==> src/rtl/pipe_ctrl_fsm.sv <==
// rtl/pipe_ctrl_fsm.sv - pipeline stall/flush/exception controller with IDLE wait
module pipe_ctrl_fsm #(
  parameter int                   STAGES       = 6,
  parameter int                   EXC_SLOTS    = 5,
  parameter int                   CAUSE_W      = 7,
  parameter int                   INT_NUM      = 12,
  parameter logic [CAUSE_W-1:0]   INT_CAUSE    = 7'h00,
  parameter int                   FLUSH_CYCLES = 1
) (
  input  logic                         clk,
  input  logic                         rst,
  input  logic [STAGES-1:0]            stall_req_i,
  input  logic                         commit_valid_i,
  input  logic [31:0]                  commit_pc_i,
  input  logic [31:0]                  commit_badv_i,
  input  logic [EXC_SLOTS-1:0]         commit_exc_vec_i,
  input  logic [EXC_SLOTS*CAUSE_W-1:0] commit_exc_cause_i,
  input  logic                         commit_ertn_i,
  input  logic                         commit_idle_i,
  input  logic [31:0]                  csr_eentry_i,
  input  logic [31:0]                  csr_era_i,
  input  logic [INT_NUM-1:0]           csr_lie_i,
  input  logic [INT_NUM-1:0]           csr_is_i,
  input  logic                         csr_ie_i,
  output logic [STAGES-1:0]            pause_o,
  output logic                         flush_o,
  output logic                         redirect_valid_o,
  output logic [31:0]                  redirect_pc_o,
  output logic                         exc_valid_o,
  output logic [CAUSE_W-1:0]           exc_cause_o,
  output logic [31:0]                  exc_pc_o,
  output logic [31:0]                  exc_badv_o,
  output logic                         int_taken_o
);

  localparam int CNT_W = $clog2(FLUSH_CYCLES + 1);

  typedef enum logic [1:0] {S_RUN, S_FLUSH, S_IDLE} state_t;

  state_t             state_q;
  logic [CNT_W-1:0]   cnt_q;
  logic [31:0]        idle_pc_q;
  logic               flush_q;
  logic               redirect_valid_q;
  logic [31:0]        redirect_pc_q;

  logic               int_pending;
  logic               exc_hit;
  logic [CAUSE_W-1:0] sel_cause;
  logic [STAGES-1:0]  stall_mask;
  logic               stall_acc;
  logic               take_d;
  logic               go_idle_d;
  logic [31:0]        target_d;
  logic [STAGES-1:0]  pause_d;
  logic               exc_valid_d;
  logic [CAUSE_W-1:0] exc_cause_d;
  logic [31:0]        exc_pc_d;
  logic [31:0]        exc_badv_d;
  logic               int_taken_d;

  always_comb begin
    int_pending = csr_ie_i & |(csr_lie_i & csr_is_i);
    exc_hit     = |commit_exc_vec_i;
    sel_cause   = '0;
    for (int i = 0; i < EXC_SLOTS; i++) begin
      if (commit_exc_vec_i[i]) sel_cause = commit_exc_cause_i[i*CAUSE_W +: CAUSE_W];
    end
    // Thermometer below the highest stalling stage: everything upstream holds too.
    stall_acc  = 1'b0;
    stall_mask = '0;
    for (int i = STAGES - 1; i >= 0; i--) begin
      stall_acc     = stall_acc | stall_req_i[i];
      stall_mask[i] = stall_acc;
    end

    take_d      = 1'b0;
    go_idle_d   = 1'b0;
    target_d    = '0;
    pause_d     = '0;
    exc_valid_d = 1'b0;
    exc_cause_d = '0;
    exc_pc_d    = '0;
    exc_badv_d  = '0;
    int_taken_d = 1'b0;

    case (state_q)
      S_RUN: begin
        pause_d = stall_mask;
        if (commit_valid_i) begin
          if (exc_hit) begin
            take_d      = 1'b1;
            target_d    = csr_eentry_i;
            exc_valid_d = 1'b1;
            exc_cause_d = sel_cause;
            exc_pc_d    = commit_pc_i;
            exc_badv_d  = commit_badv_i;
          end else if (int_pending) begin
            take_d      = 1'b1;
            target_d    = csr_eentry_i;
            exc_valid_d = 1'b1;
            int_taken_d = 1'b1;
            exc_cause_d = INT_CAUSE;
            exc_pc_d    = commit_pc_i;
          end else if (commit_ertn_i) begin
            take_d   = 1'b1;
            target_d = csr_era_i;
          end else if (commit_idle_i) begin
            go_idle_d = 1'b1;
          end
        end
      end
      S_IDLE: begin
        pause_d = {1'b0, {(STAGES-1){1'b1}}};
        if (int_pending) begin
          take_d      = 1'b1;
          target_d    = csr_eentry_i;
          exc_valid_d = 1'b1;
          int_taken_d = 1'b1;
          exc_cause_d = INT_CAUSE;
          exc_pc_d    = idle_pc_q;
        end
      end
      default: ;
    endcase

    if (take_d) pause_d = '0;
  end

  // Combinational outputs are gated so an asserted reset silences them at once.
  assign pause_o          = rst ? '0 : pause_d;
  assign exc_valid_o      = rst ? 1'b0 : exc_valid_d;
  assign exc_cause_o      = rst ? '0 : exc_cause_d;
  assign exc_pc_o         = rst ? '0 : exc_pc_d;
  assign exc_badv_o       = rst ? '0 : exc_badv_d;
  assign int_taken_o      = rst ? 1'b0 : int_taken_d;
  assign flush_o          = flush_q;
  assign redirect_valid_o = redirect_valid_q;
  assign redirect_pc_o    = redirect_pc_q;

  always_ff @(posedge clk or posedge rst) begin
    if (rst) begin
      state_q          <= S_RUN;
      cnt_q            <= '0;
      idle_pc_q        <= '0;
      flush_q          <= 1'b0;
      redirect_valid_q <= 1'b0;
      redirect_pc_q    <= '0;
    end else begin
      redirect_valid_q <= 1'b0;
      case (state_q)
        S_RUN, S_IDLE: begin
          if (take_d) begin
            state_q          <= S_FLUSH;
            cnt_q            <= CNT_W'(FLUSH_CYCLES);
            flush_q          <= 1'b1;
            redirect_valid_q <= 1'b1;
            redirect_pc_q    <= target_d;
          end else if (go_idle_d) begin
            state_q   <= S_IDLE;
            idle_pc_q <= commit_pc_i + 32'd4;
          end
        end
        S_FLUSH: begin
          if (cnt_q <= CNT_W'(1)) begin
            state_q <= S_RUN;
            cnt_q   <= '0;
            flush_q <= 1'b0;
          end else begin
            cnt_q <= cnt_q - CNT_W'(1);
          end
        end
        default: state_q <= S_RUN;
      endcase
    end
  end

endmodule

==> config.mk <==
export PLATFORM = sky130hd
export DESIGN_NAME = pipe_ctrl_fsm
export DESIGN_NICKNAME = d
export VERILOG_FILES = /design/src/rtl/pipe_ctrl_fsm.sv
export SDC_FILE = /design/constraint.sdc
export NUM_CORES = 1
export LEC_CHECK = 0
export BUFFER_PORTS_ARGS = -buffer_cell sky130_fd_sc_hd__buf_2
export CAP_MARGIN = 20
export CORE_AREA = 2 2 122 124
export DETAILED_ROUTE_END_ITERATION = 7
export DIE_AREA = 0 0 124 126
export PLACE_DENSITY = 0.66
export SYNTH_ARGS = -nofsm -noshare
export SYNTH_HDL_FRONTEND = slang
export SYNTH_SLANG_ARGS = --single-unit
==> constraint.sdc <==
create_clock -name clk -period 3.05 [get_ports clk]
set_input_delay 0.305 -clock clk [delete_from_list [all_inputs] [get_ports clk]]
set_output_delay 0.305 -clock clk [all_outputs]
set_load 0.05 [all_outputs]
== Word-level counts from Yosys, hierarchy flattened ==
Index checks and enable logic that the tools add are counted.
Word-level totals
  register bits after elaboration: 69
  input port bits: 204
  output and inout bits: 113
  logic and storage cells: 91
Cells by class
  add/sub/neg operators: 2
  $lt $le $gt $ge: 1
  eq/ne operators: 5
  mux-type cells: 59
  bitwise operators: 8
  reduce and logical (&&, ||, !) cells: 10
Operator list (number)
  32-bit 2-to-1 mux: 14
  32-bit one-hot mux with 2 select lines: 2
  7-bit 2-to-1 mux: 9
  32-bit by 3-bit adder with 32-bit output, second input constant: 1
  1-bit 2-to-1 mux: 22
  12-bit AND: 1
  6-bit 2-to-1 mux: 2
  6-bit one-hot mux with 2 select lines: 1
  12-bit OR reduction: 1
  1-bit one-hot mux with 2 select lines: 5
  2-bit 2-to-1 mux: 3
  2-bit AND reduction: 3
  3-bit AND reduction: 2
  1-bit bitwise OR: 5
  5-bit OR reduction: 1
  2-bit != test, second input constant: 2
  2-bit one-hot mux with 2 select lines: 1
  3-bit != test, second input constant: 1
  2-bit by 1-bit == test with 1-bit output, second input constant: 1
  2-bit == test, second input constant: 1
  2-bit logical NOT: 1
  2-bit nonzero test: 1
  2-bit OR reduction: 1
  1-bit AND: 1
  3 further kinds: 3

== Longest topological paths before layout ==
  depth after elaboration: 10
  depth in mapped cells: 9
  gate-level depth less buffers: 7

== Worst setup path after synthesis ==
No wires, ideal clock.
  path type: input to output
  start: in rst
  end: out int_taken_o
  data arrival time: 3.329 ns
  slack: -0.584 ns
  stages on the path: 3
  path through: inv_1 -> nand2_1 -> nor3_1
On the way
  longest elaborated chain between the ends: 1
Ends and longest elaborated chain
  from (decl): RTL line 11  | input logic rst,
  1-bit 2-to-1 mux: RTL line 136  | assign int_taken_o = rst ? 1'b0 : int_taken_d;
  to (decl): RTL line 33  | output logic int_taken_o
Every way passes these cells.

== Worst setup path in the final report ==
  start: reg state_q[0]
  end: out exc_pc_o[19]
On the way
  longest elaborated chain between the ends: 3
Ends and longest elaborated chain
  from (decl): RTL line 40  | state_t state_q;
  from (signal assigned): RTL line 143  | state_q <= S_RUN;
  from (signal assigned): RTL line 154  | state_q <= S_FLUSH;
  from (signal assigned): RTL line 160  | state_q <= S_IDLE;
  2-bit == test / 2-bit logical NOT (equally long branches): RTL line 87  | case (state_q)
  32-bit one-hot mux with 2 select lines (*): RTL line 87
  32-bit 2-to-1 mux (*): RTL line 134  | assign exc_pc_o = rst ? '0 : exc_pc_d;
  to (decl): RTL line 31  | output logic [31:0] exc_pc_o,
Every way passes the cells marked *; elsewhere a longest branch is shown, timed or not.

==> run metrics <==
Yosys reg bits=68; CP cell instances=inv_1, o21ai_0, nor2_1, a21boi_4, a22oi_1, nor2_1, buf_2; met3 wire len=1288 microns; Fmax achieved=0.3506 GHz; Setup Crit Path Kind=register to output pin; synth top area cells=dfrtp_1 38%, a22oi_1 9.8%, nor2_1 6.3%; number of global-route vias before repair=4,835; Post-Place Worst Slack=0.3693 ns; area post-placement=6223 sq um; WP data required=2.74 ns; PnR worst setup slack=0.1978 ns; non-filler instance count after layout=1,043; Die H=126 microns; layout cells sized above 1=41.91%; Core Area=14,310 sq um; # diodes=0; Min Clock Period, post-route=2.852 ns; Synthesized Nets=754; area of the multi-input gates=2534 sq um; EDFF count, synth=0; Yosys top cell area share=38.23%; synthesized area=4451 sq um; CP dominant cell by count=nor2_1; Post-CTS Setup Inserts=0; Post-synth ARST share=100.0%; met2 WL=8463 microns; number of detailed-route iterations in the first pass=5; Die Area=15,620 sq um; Num CTS Buffers=9; antenna violations before repair=2; CTS clk-pin slew, worst paths=0.06 ns; Port Buf Inserts=316; chip width=124 microns; Layout fillers=1,462; P&R area growth vs syn=47.51%; Final Core Density=45.87%; MaxCap Viol Count=0; H-Tree Depth=3; RSZ-0062 raised after global routing=true; PnR Total Power=3.181 mW; Slew HR=37.65%; CTS tree=yes; Most used DFF post-synth=dfrtp_1; peak fanout along the critical path=33; ANT nets after route=0; top cells by count, synth=75 x nor2_1, 68 x dfrtp_1, 58 x a22oi_1; sequential area share after synthesis=38.23%; total wire length=17,150 microns; Setup Viol. Count Final=0; final hold violation count=0; Unique masters post-synth=37; GP Congestion=0.8198; PD cells=484.5 nW/um^2; DRT met1 WL=7153 microns; average wire per standard cell=16.44 microns; crit share post-route=93.51%; first-pass GRT wire length=25,280 microns; vias per inst=4.964; setup TNS=0 ns; VDD IR max=0.2741 mV; CP max stage delay=0.75 ns; Post-Syn Instances=549; Overflow after GRT=0; Slowest cell on crit path=a21boi_4; IO Pins=317; Initial Util=31.09%; status=finished clean; row count=44; GRT Util Overall=20.90%; Detailed Route Iter0 Violations=209; Vias=5,177; max-slew violation count=0; Post-Route Skew=0.004727 ns; WP buf/inv=2; Post-Syn Area per Cell=8.107 sq um; top sig layer=met5; Worst Path Arrival=2.55 ns; Hold Slack=0.2002 ns; Worst Tran Pin Value=0.9319 ns; TritonCTS Sinks=68; nets=1,059; top-count cell post-synth=nor2_1; Skew-Pair Late Insertion Delay=0.33 ns; Ys Warns=0; hpwl dp=13,470 microns; placed cell count=1,026; static leakage=3.434 nW; CP endpoint kind=output pin; clock root buffer=clkbuf_16; area leader, netlist=dfrtp_1; Residual DRC=0; CTS max path bufs=2; crit path launch type=register; Layout Cell Area excl Fill=6565 sq um; cell family with most CP delay=compound AO/OA/AOI/OAI gates; worst hold path type=input port to register; largest net degree at the start of global routing=63; Seq. cell area=1702 sq um
-- report_power, final --
group / total (mW) / internal [mW] / switching, mW
Clock: 1.13 / 0.738 / 0.395
Sequential: 1.04 / 0.990 / 0.0480
Combinational: 1.01 / 0.310 / 0.700
Total: 3.18 / 2.04 / 1.14
-- cell usage in the layout, fill, tap and decap left out, types with 6 or more instances in the layout --
master,n
and3_1,21
nand3_1,9
a221o_1,12
a211o_1,7
nand2_1,55
a22oi_1,58
nor3_1,6
xor2_1,19
nor2_1,74
dfrtp_1,68
xnor2_1,9
o21ai_0,27
inv_1,13
buf_2,314
and2_1,34
nand4_1,7
a221oi_1,7
clkbuf_16,9
buf_4,16
a21oi_1,36
o21ai_1,25
-- final timing paths --
check | start | endpoint | slack, ns | cells after the start
min in group asynchronous | rst | redirect_pc_o[12]$_DFFE_PP0P_ | 0.56 | 3
max in group asynchronous | rst | state_q[0]$_DFFE_PP0P_ | 1.49 | 4
setup reg to reg | state_q[0]$_DFFE_PP0P_ | redirect_pc_o[24]$_DFFE_PP0P_ | 0.80 | 7
hold reg to reg | idle_pc_q[22]$_DFFE_PP0P_ | idle_pc_q[22]$_DFFE_PP0P_ | 0.48 | 2
setup / recovery | state_q[0]$_DFFE_PP0P_ | exc_pc_o[19] | 0.20 | 7
hold / removal | csr_eentry_i[14] | redirect_pc_o[14]$_DFFE_PP0P_ | 0.20 | 2
-- metal layers --
metal,vias to the layer above,global-route usage [%]
li1,2563,-
met2,230,36.33
met4,2,5.221
met5,-,0
met1,2368,26.19
met3,14,4.484
-- area by class of cell --
| type | instances | share of cell area [%] |
|---|---|---|
| sequential | 68 | 25.92 |
| tap | 184 | 3.507 |
| clock buffer | 10 | 3.640 |
| clock inverter | 6 | 1.334 |
| timing repair buffer | 333 | 26.15 |
| multi-input combinational | 428 | 38.59 |
| inverter | 14 | 0.8576 |
-- sequential cells by signal, indices dropped and copies added (netlist names) --
name and cells:
idle_pc_q 32, cnt_q 1, redirect_valid_o 1, redirect_pc_o 32, state_q 2
-- kinds of logic (layout without fill, tap and decap cells) --
| group | count (synthesis) | in the layout | synth area share, % |
|---|---|---|---|
| buffers and inverters | 53 | 363 | 5.370 |
| XOR/XNOR | 28 | 28 | 5.510 |
| adder cells (fa/ha/maj) | 1 | 1 | 0.2811 |
| AO/OA/AOI/OAI | 177 | 177 | 26.09 |
| multiplexers | 3 | 3 | 0.7590 |
| flip-flops | 68 | 68 | 38.23 |
| AND/OR/NAND/NOR | 219 | 219 | 23.76 |
-- repair_timing --
| item | 4_1_cts | 5_1_grt |
|---|---|---|
| gates resized for setup | 0 | 2 |
| endpoints found under the hold margin | 16 | 0 |
| endpoints found under the setup margin | 0 | 3 |
| hold buffers | 1 | 0 |
Power figures use the tool's default switching activity.
